File: config.mk
export PLATFORM = sky130hd
export DESIGN_NAME = fpu_norm_shift_pipe
export DESIGN_NICKNAME = d
export VERILOG_FILES = /design/src/rtl/fpu_norm_shift_pipe.sv
export SDC_FILE = /design/constraint.sdc
export NUM_CORES = 1
export LEC_CHECK = 0
export ABC_CLOCK_PERIOD_IN_PS = 10700
export BUFFER_PORTS_ARGS = -buffer_cell sky130_fd_sc_hd__buf_4
export CORE_MARGIN = 10
export CORE_UTILIZATION = 40
export DETAILED_ROUTE_END_ITERATION = 10
export MAX_ROUTING_LAYER = met4
export SLEW_MARGIN = 10
export SYNTH_ARGS = -nofsm -noshare
export SYNTH_HDL_FRONTEND = slang
export SYNTH_SLANG_ARGS = --single-unit
File: constraint.sdc
create_clock -name clk -period 10.7 [get_ports clk]
set_input_delay 2.14 -clock clk [delete_from_list [all_inputs] [get_ports clk]]
set_output_delay 2.14 -clock clk [all_outputs]
set_load 0.01 [all_outputs]
File: src/rtl/fpu_norm_shift_pipe.sv
// fpu_norm_shift_pipe: two-stage left-normalizer with exponent adjust and denormal clamp
module fpu_norm_shift_pipe #(
  parameter int SWR = 55,
  parameter int EW  = 11,
  parameter int SHW = 6
) (
  input  logic           clk,
  input  logic           rst,
  input  logic           in_valid_i,
  output logic           in_ready_o,
  input  logic [SWR-1:0] Data_i,
  input  logic [SHW-1:0] Shift_i,
  input  logic [EW-1:0]  Exp_i,
  output logic           out_valid_o,
  input  logic           out_ready_i,
  output logic [SWR-1:0] Data_o,
  output logic [EW-1:0]  Exp_o,
  output logic           Zero_o,
  output logic           Underflow_o
);
  logic           s1_valid_q, s1_valid_d;
  logic [SWR-1:0] s1_data_q, s1_data_d;
  logic [2:0]     s1_fine_q, s1_fine_d;
  logic [EW-1:0]  s1_exp_q, s1_exp_d;
  logic           s1_zero_q, s1_zero_d;
  logic           s1_uf_q, s1_uf_d;
  logic           out_valid_q, out_valid_d;
  logic [SWR-1:0] data_q, data_d;
  logic [EW-1:0]  exp_q, exp_d;
  logic           zero_q, zero_d;
  logic           uf_q, uf_d;
  logic           s1_load, s2_load, in_fire, s2_fire, z, uf;
  logic [EW-1:0]  s_ext, eff;
  assign s2_load     = !out_valid_q | out_ready_i;
  assign s1_load     = !s1_valid_q | s2_load;
  assign in_ready_o  = s1_load;
  assign in_fire     = in_valid_i & s1_load;
  assign s2_fire     = s1_valid_q & s2_load;
  assign out_valid_o = out_valid_q;
  assign Data_o      = data_q;
  assign Exp_o       = exp_q;
  assign Zero_o      = zero_q;
  assign Underflow_o = uf_q;
  // stage 1: zero detect, clamp the shift to the exponent, coarse byte shift
  always_comb begin
    z          = Shift_i >= SHW'(SWR);
    s_ext      = EW'(Shift_i);
    uf         = !z && (s_ext > Exp_i);
    eff        = uf ? Exp_i : s_ext;
    s1_valid_d = s1_load ? in_valid_i : s1_valid_q;
    s1_data_d  = !in_fire ? s1_data_q : z ? '0 : Data_i << {eff[5:3], 3'b000};
    s1_fine_d  = !in_fire ? s1_fine_q : z ? 3'd0 : eff[2:0];
    s1_exp_d   = !in_fire ? s1_exp_q : z ? '0 : Exp_i - eff;
    s1_zero_d  = in_fire ? z : s1_zero_q;
    s1_uf_d    = in_fire ? uf : s1_uf_q;
  end
  // stage 2: fine bit shift; results hold while downstream stalls
  always_comb begin
    out_valid_d = s2_load ? s1_valid_q : out_valid_q;
    data_d      = s2_fire ? s1_data_q << s1_fine_q : data_q;
    exp_d       = s2_fire ? s1_exp_q : exp_q;
    zero_d      = s2_fire ? s1_zero_q : zero_q;
    uf_d        = s2_fire ? s1_uf_q : uf_q;
  end
  // pipeline registers; reset flushes every in-flight beat
  always_ff @(posedge clk) begin
    if (rst) begin
      s1_valid_q  <= 1'b0;
      s1_data_q   <= '0;
      s1_fine_q   <= '0;
      s1_exp_q    <= '0;
      s1_zero_q   <= 1'b0;
      s1_uf_q     <= 1'b0;
      out_valid_q <= 1'b0;
      data_q      <= '0;
      exp_q       <= '0;
      zero_q      <= 1'b0;
      uf_q        <= 1'b0;
    end else begin
      s1_valid_q  <= s1_valid_d;
      s1_data_q   <= s1_data_d;
      s1_fine_q   <= s1_fine_d;
      s1_exp_q    <= s1_exp_d;
      s1_zero_q   <= s1_zero_d;
      s1_uf_q     <= s1_uf_d;
      out_valid_q <= out_valid_d;
      data_q      <= data_d;
      exp_q       <= exp_d;
      zero_q      <= zero_d;
      uf_q        <= uf_d;
    end
  end
endmodule

# Yosys cells after proc, flatten, opt, wreduce, memory -nomap -nowiden
# Cells that the tools add are included.
[word_totals]
word_cells = 28
out_inout_bits = 70
in_bits = 76
regBits = 141
[classes]
mux = 4
n_shift = 2
n_reduce_logical = 4
n_addsub = 1
n_lt_le_gt_ge = 2
bitwise = 4
[ops]
columns = ["op", "count"]
rows = [
  ["55-bit two-way mux", 1],
  ["55-bit by 3-bit << shifter with 55-bit output", 1],
  ["55-bit by 6-bit << shifter with 55-bit output", 1],
  ["11-bit two-way mux", 2],
  ["6-bit by 11-bit > comparator with 1-bit output", 1],
  ["11-bit subtractor", 1],
  ["6-bit greater-or-equal comparator, second input constant", 1],
  ["1-bit zero test", 3],
  ["3-bit two-way mux", 1],
  ["1-bit AND", 2],
  ["1-bit OR", 2],
  ["1-bit logical AND", 1],
]

# Logic depth before layout (Yosys ltp)
# Gate-level depths: netlist of run 1.
[depth]
depth_word = 6
depth_mapped = 21
mapped_depth_nobuf = 18

# Worst setup path after synthesis of run 1
# OpenSTA, ideal clock, no wires.
[synth_path]
path_type = "input to register"
start = "in Exp_i[4]"
end = "reg s1_exp_q[8]"
path_stages = 21
n_path_buf = 3
setup_time_ps = 117
t_arrival_ps = 6122
setup_slack_ps = 4462
required_ps = 10583
cell_sequence = "clkbuf_1 -> inv_1 -> ha_1 -> a211oi_1 -> or3_4 -> a21oi_4 -> buf_6 -> buf_2 -> nand2_1 -> o21ai_0 -> ha_1 -> inv_1 -> fa_1 -> a21o_1 -> nand2_1 -> o221ai_1 -> o21ai_0 -> o2111ai_1 -> a311oi_1 -> xor2_1 -> a22o_1"
[synth_via]
elab_chain_cells = 5
[synth_rtl]
columns = ["element", "line_no", "text"]
rows = [
  ["start: declaration", "13", "input logic [EW-1:0] Exp_i,"],
  ["6-bit by 11-bit > comparator with 1-bit output", "48", "uf = !z && (s_ext > Exp_i);"],
  ["1-bit logical AND", "48", ""],
  ["11-bit two-way mux", "49", "eff = uf ? Exp_i : s_ext;"],
  ["11-bit subtractor (*)", "53", "s1_exp_d = !in_fire ? s1_exp_q : z ? '0 : Exp_i - eff;"],
  ["11-bit two-way mux (*)", "53", ""],
  ["end signal: assignment", "83", "s1_exp_q <= s1_exp_d;"],
  ["end: declaration", "24", "logic [EW-1:0] s1_exp_q, s1_exp_d;"],
]
# Every way passes the cells marked *; elsewhere a longest branch is shown, timed or not.
# A chain may end at the register's enable or synchronous reset.

# Worst setup path in the final report of run 1
# Ends and elaborated chain as after synthesis.

==> results of run 1 <==
-- state kept, by name (all words and copies together), names as in the netlist, 3 cells and up --
name	flops
s1_exp_q	11
Exp_o	11
Data_o	55
s1_data_q	55
s1_fine_q	3
-- per-stage QoR --
step / instances / utilization, % / hold WS [ns] / setup slack, ns
global route: 1311 / 49.1 / 0.473 / 4.28
floorplan: 929 / - / 0.425 / 4.46
CTS: 1311 / 49.1 / 0.456 / 4.64
finish: 1311 / 49.1 / 0.458 / 4.67
detailed placement: 1279 / 46.1 / 0.448 / 4.21
global placement: 1279 / 46.1 / 0.441 / 4.32
-- final timing paths --
kind | start | to | slack [ns] | cells after the start
min reg2reg | Exp_o[6] | Exp_o[6] | 0.46 | 2
min | Exp_o[6] | Exp_o[6] | 0.46 | 2
max reg2reg | s1_valid_q | s1_data_q[0] | 7.94 | 9
max | Exp_i[4] | s1_exp_q[8] | 4.67 | 19
-- per-layer routing --
layer  part of all wire, %  vias up  wire length [microns]  GRT usage, %
met1                    50     3467                  12900          26.7
met4                   1.6        0                    412          4.89
met5                     0        -                      0             -
met3                   6.2       30                   1590          3.98
met2                    42      293                  10700          24.5
li1                      -     3641                      -             -
-- area by class of cell --
class,instances,area [sq um]
clock buffer,23,499
clock inverter,9,130
fill,2106,10700
inverter,12,45.0
multi-input combinational,696,5270
sequential,141,2830
tap,275,344
timing repair buffer,155,1160
-- power by group --
part	internal [W]	total, W	switching, W
registers	0.000554	0.000587	0.0000331
clock network	0.000399	0.000629	0.000229
logic	0.000121	0.000267	0.000145
total	0.00107	0.00148	0.000408
-- kinds of logic after synthesis --
kind of cell | after synthesis
simple gates | 288
compound gates | 234
xor+xnor | 11
flops | 141
buf+inv | 92
fa+ha+maj | 10
mux | 153
-- placed cells by master, fill, tap and decap left out, types with 3 or more instances in the layout --
master | netlist | routed
a211oi_1 | 58 | 58
a21o_1 | 8 | 8
a21oi_1 | 69 | 69
a221oi_1 | 21 | 21
a22o_1 | 10 | 10
a22oi_1 | 10 | 10
a31oi_1 | 3 | 3
and2_1 | 4 | 3
buf_4 | 3 | 155
bufinv_16 | 0 | 3
clkbuf_16 | 0 | 18
clkbuf_8 | 0 | 3
clkinv_2 | 0 | 3
dfxtp_1 | 141 | 138
ha_1 | 9 | 9
inv_1 | 12 | 12
mux2i_1 | 102 | 101
mux2i_4 | 6 | 8
mux4_2 | 42 | 42
nand2_1 | 122 | 121
nand3_1 | 6 | 6
nand3b_1 | 5 | 5
nor2_1 | 120 | 120
nor2b_1 | 6 | 6
nor3_1 | 11 | 11
o2111ai_1 | 3 | 3
o21ai_0 | 16 | 16
o221ai_1 | 4 | 4
o22ai_1 | 10 | 10
xnor2_1 | 6 | 6
xor2_1 | 5 | 5
-- critical path, cell delays in order --
cell,delay (ns)
buf_4,0.16
inv_1,0.08
ha_1,0.34
a211oi_1,0.11
or3_4,0.40
a21oi_4,0.60
nand2_1,0.10
o21ai_0,0.12
ha_1,0.21
inv_1,0.05
fa_1,0.41
a21o_1,0.24
nand2_1,0.09
o221ai_1,0.17
o21ai_0,0.26
o2111ai_1,0.20
a311oi_1,0.35
xor2_1,0.10
a22o_1,0.20
-- cell usage after synthesis, drive strengths merged, types with 2 or more instances --
cell,instances
a211oi,60
a21o,8
a21oi,71
a221oi,22
a22o,10
a22oi,10
a311oi,2
a31oi,4
and2,4
buf,25
clkbuf,55
dfxtp,141
ha,9
inv,12
mux2,2
mux2i,109
mux4,42
nand2,124
nand3,6
nand3b,5
nor2,121
nor2b,6
nor3,12
nor4,2
o2111ai,3
o211ai,2
o21ai,18
o221ai,6
o22ai,12
o32ai,2
or3,3
xnor2,6
xor2,5
==> reports/metrics.cfg, run 1 <==
[clock_network]
clk_path_buf_depth=2
cts_root_buf=clkbuf_16
clk_latency_ns=0.42
clkSlewWorstSetupHoldPaths_ns=0.06
clock_sinks=141
postCtsHoldBufs=0
cts_setup_buffers=0
cts_resized=0
cts_buffers=17
htreeDepth=4
cts_tree=built

[place]
place_area_sq_um=9650
gp_congestion=0.927
place_hpwl_mm=19.3
placement.io_buffers=145

[power]
peakVddDrop_v=0.0000881
cellLeakagePower_nw=3.90
power.density_nw_per_um2=144
p_total_w=0.00148

[timing]
finalWorstPathRequiredPeriod_ns=6.03
worst_pin_slew_ns=0.979
fin_setup_tns_ns=0
finClkSkew_ns=0.00789
drv_slew=0
grt_setup_unrepaired=no
final-setup-viol-count=0
slew_headroom_pct=34.7
hold_violations=0
period_share_pct=56.3
max_freq_mhz=166

[route]
drc=0
wirelength_mm=25.6
drtAntennaViolNets=0
via_per_inst=5.67
first_iter_violations=676
dr.pass1.iters=5
wl_per_cell_microns=19.5
vias=7431

[yosys]
synth_area_sq_um=8490
ys.flop_type=dfxtp_1
synth.area.top_cells=dfxtp_1, mux2i_1, mux4_2, nand2_1, nor2_1
avgSynthCellArea_sq_um=9.14
synth-simple-area-share_pct=14.5
synth-compound-area-share_pct=19.3
synthCells=929
synth_top_cell_area_share_pct=33.2
synth_seq_cells=141
synth_edf_count=0
synthArstFlopShare_pct=0
synth_warnings=0
synthAdderAreaFrac_pct=1.56
ys_seq_area_share_pct=33.2
syn_nets=1015
synth_top_family_by_area=multiplexers
synth-xor-area-share_pct=1.13
synthMuxAreaShare_pct=25.2
yosys.area.top_type=dfxtp_1
ys_types=62

[floorplanning]
die_w_microns=166
dieArea_sq_um=27500
rows=53
fp.dieH_microns=166
core_area_sq_um=21000
io_pins=146
initial_utilization_pct=40.5

[global_routing]
overflow=0
grt_pass1_wl_mm=40.2
antenna_found_initial=0
grt_max_degree=99
grt_pass1_vias=6974
track_usage_pct=18.3

[setup_path]
arrival_ns=6.35
cp.required_ns=11.02
crit_fanout=20
setup.worst_path.end_class=register
cp-start-kind=input pin
path_class=input pin to register

[hold_path]
min_path_type=register to register

[cells_and_area]
nets=1109
area_delta_synth_final_pct=21.0
final_layout_size_suffix_gt1_share_pct=24.9
antennaDiodeCount=0
design_area_sq_um=10300

[job]
cap_violations=0

[status]
status=finished, final reports clean

No activity file was read; power rests on OpenSTA's default activity.
==> inputs of run 2 (changes only) <==
--- a/config.mk
+++ b/config.mk
@@ -5,7 +5,7 @@
 export SDC_FILE = /design/constraint.sdc
 export NUM_CORES = 1
 export LEC_CHECK = 0
-export ABC_CLOCK_PERIOD_IN_PS = 10700
+export ABC_CLOCK_PERIOD_IN_PS = 5200
 export BUFFER_PORTS_ARGS = -buffer_cell sky130_fd_sc_hd__buf_4
 export CORE_MARGIN = 10
 export CORE_UTILIZATION = 40
==> constraint.sdc (replaced) <==
create_clock -name clk -period 5.2 [get_ports clk]
set_input_delay 1.04 -clock clk [delete_from_list [all_inputs] [get_ports clk]]
set_output_delay 1.04 -clock clk [all_outputs]
set_load 0.01 [all_outputs]
==> reports/metrics.cfg, run 2 (synthesis results as in run 1) <==
[cells_and_area]
antennaDiodeCount=0  ; unchanged
post-route-util_pct=49.4  ; +0.32 points
area_delta_synth_final_pct=21.8
regArea_sq_um=2830  ; unchanged
layout_commonest_cell=buf_4
nets=1115  ; +0.54%
num-fill-cells=2071  ; -1.7%
multiInputGateArea_sq_um=5270  ; unchanged
final_cell_mix=buf_4, dfxtp_1, nand2_1, nor2_1, mux2i_1
final_layout_size_suffix_gt1_share_pct=25.3  ; +0.43 points

[clock_network]
htreeDepth=4  ; unchanged
clock_sinks=141  ; unchanged
clk_path_buf_depth=2  ; unchanged
postCtsHoldBufs=0  ; unchanged
clkSlewWorstSetupHoldPaths_ns=0.06  ; about the same
cts_buffers=17  ; unchanged
cts_resized=0  ; unchanged
clk_latency_ns=0.42  ; about the same
cts_tree=built
cts_root_buf=clkbuf_16
cts_setup_buffers=0  ; unchanged

[route]
drc=0  ; unchanged
via_per_inst=5.67  ; about the same
highest_layer=met4
wl_per_cell_microns=19.9  ; +1.8%
first_iter_violations=579  ; -14%
vias=7463  ; +0.43%
drtAntennaViolNets=0  ; unchanged
dr_wl_met3_mm=1.72  ; +8.4%
route.met2.wl_mm=11.2  ; +4.9%
wl_met1_mm=12.9  ; -0.21%
wirelength_mm=26.2  ; +2.3%
dr.pass1.iters=5  ; unchanged

[floorplanning]
rows=53  ; unchanged
io_pins=146  ; unchanged
fp.dieH_microns=166  ; unchanged
die_w_microns=166  ; unchanged
initial_utilization_pct=40.5  ; unchanged
core_area_sq_um=21000  ; unchanged
dieArea_sq_um=27500  ; unchanged

[power]
peakVddDrop_v=0.000195  ; +120%
cellLeakagePower_nw=3.93  ; +0.77%
combPwrFrac_pct=18.2  ; +0.2 points
power.internal_w=0.00223  ; +110%
power.density_nw_per_um2=296  ; +110%
share_seq_of_total_power_pct=39.4  ; -0.2 points
pwr-share-clk_pct=42.4  ; about the same
sw_frac_of_total_pct=27.3  ; -0.25 points
net-switching-power_w=0.000836  ; +100%

[global_routing]
grt_pass1_vias=7190  ; +3.1%
overflow=0  ; unchanged
antenna_found_initial=0  ; unchanged
track_usage_pct=18.9  ; +0.57 points
grt_pass1_wl_mm=41.4  ; +2.8%
grt_max_degree=77  ; -22%

[setup_path]
rrSetupSlack_ns=2.62  ; -5.32 ns
cp.required_ns=5.52  ; -5.50 ns
cp-start-kind=input pin
r2r_end=s1_data_q[20]
reg2reg_from=s1_valid_q
crit_path_max_incr_delay_ns=0.41  ; -0.19 ns
crit_fanout=9  ; -55%
path_class=input pin to register
arrival_ns=4.88  ; -1.47 ns
worstRegToRegCells=8  ; -1
setup.worst_path.end_class=register
slowest_stage=fa_1
cp_cell_sequence=buf_4 > inv_1 > ha_1 > a211oi_1 > or3_4 > a21oi_4 > nand2_1 > o21ai_0 > ha_1 > inv_1 > fa_1 > a21o_1 > nand2_1 > o221ai_1 > o21ai_0 > o2111ai_1 > a311oi_1 > xor2_1 > a22o_1

[timing]
max_freq_mhz=219
slew_headroom_pct=34.0  ; -0.70 points
final-setup-viol-count=0  ; unchanged
fin_setup_tns_ns=0  ; unchanged
finalWorstPathRequiredPeriod_ns=4.56
hold_violations=0  ; unchanged
grt_setup_unrepaired=no
worst_pin_slew_ns=0.990  ; +0.0105 ns
period_share_pct=87.8
finClkSkew_ns=0.00933  ; +0.00144 ns
drv_slew=0  ; unchanged

[place]
gp_congestion=0.920  ; -0.76%
place_hpwl_mm=19.9  ; +3.2%
placement.io_buffers=145  ; unchanged

[status]
status=finished, final reports clean

[hold_path]
hold_start=s1_exp_q[1]
min_path_type=register to register
hold_depth=2  ; unchanged
hold_end=Exp_o[1]

[job]
cap_violations=0  ; unchanged

-- run 2: layout make-up --
cell class | count | area share [%]
flip-flops and latches | 141 | 27.3
multi-input cells | 696 | 50.9
inverters | 12 | 0.435
repair buffers | 161 | 11.8
clock inverters | 8 | 1.22
clock buffers | 24 | 4.96
well taps | 275 | 3.33
-- run 2: power by group through the flow --
stage | sequential [W] | clock, W | combinational (W)
6_report | 0.00121 | 0.00130 | 0.000558
5_1_grt | 0.00122 | 0.00136 | 0.000613
4_1_cts | 0.00121 | 0.00132 | 0.000559
3_5_place_dp | 0.00123 | 0 | 0.000557
3_3_place_gp | 0.00123 | 0 | 0.000555
2_1_floorplan | 0.00121 | 0 | 0.000365
-- run 2: worst max-delay path: cells and delay by family --
| family | cells | cell delay (ns) |
|---|---|---|
| xor+xnor | 1 | 0.11 |
| buf+inv | 3 | 0.29 |
| simple gates | 3 | 0.58 |
| fa+ha+maj | 3 | 0.96 |
| compound gates | 9 | 1.91 |
-- run 2: routing by layer --
layer | track usage [%] | vias up
met1 | 26.6 | 3486
met4 | 5.35 | 0
met5 | - | -
met2 | 26.2 | 294
li1 | - | 3656
met3 | 4.28 | 27
-- run 2: worst max path at each step --
stage | slack [ns] | cells past startpoint | to | startpoint
floorplan | 0.06 | 21 | s1_exp_q[8] | Exp_i[4]
global placement | 0.30 | 19 | s1_exp_q[10] | Exp_i[4]
detailed placement | 0.23 | 19 | s1_exp_q[8] | Exp_i[4]
CTS | 0.65 | 19 | s1_exp_q[8] | Exp_i[4]
global route | 0.21 | 19 | s1_exp_q[8] | Exp_i[4]
finish | 0.64 | 19 | s1_exp_q[8] | Exp_i[4]
-- run 2: per-stage QoR --
step | setup slack (ns) | cells | total power (W) | area (sq um) | hold slack [ns]
final | 0.636 | 1317 | 0.00306 | 10300 | 0.459
after global placement | 0.301 | 1285 | 0.00178 | 9710 | 0.443
after detailed placement | 0.228 | 1285 | 0.00179 | 9710 | 0.451
after CTS | 0.647 | 1317 | 0.00308 | 10300 | 0.459
after floorplan | 0.0617 | 929 | 0.00157 | 8490 | 0.425
after global routing | 0.210 | 1317 | 0.00319 | 10300 | 0.471
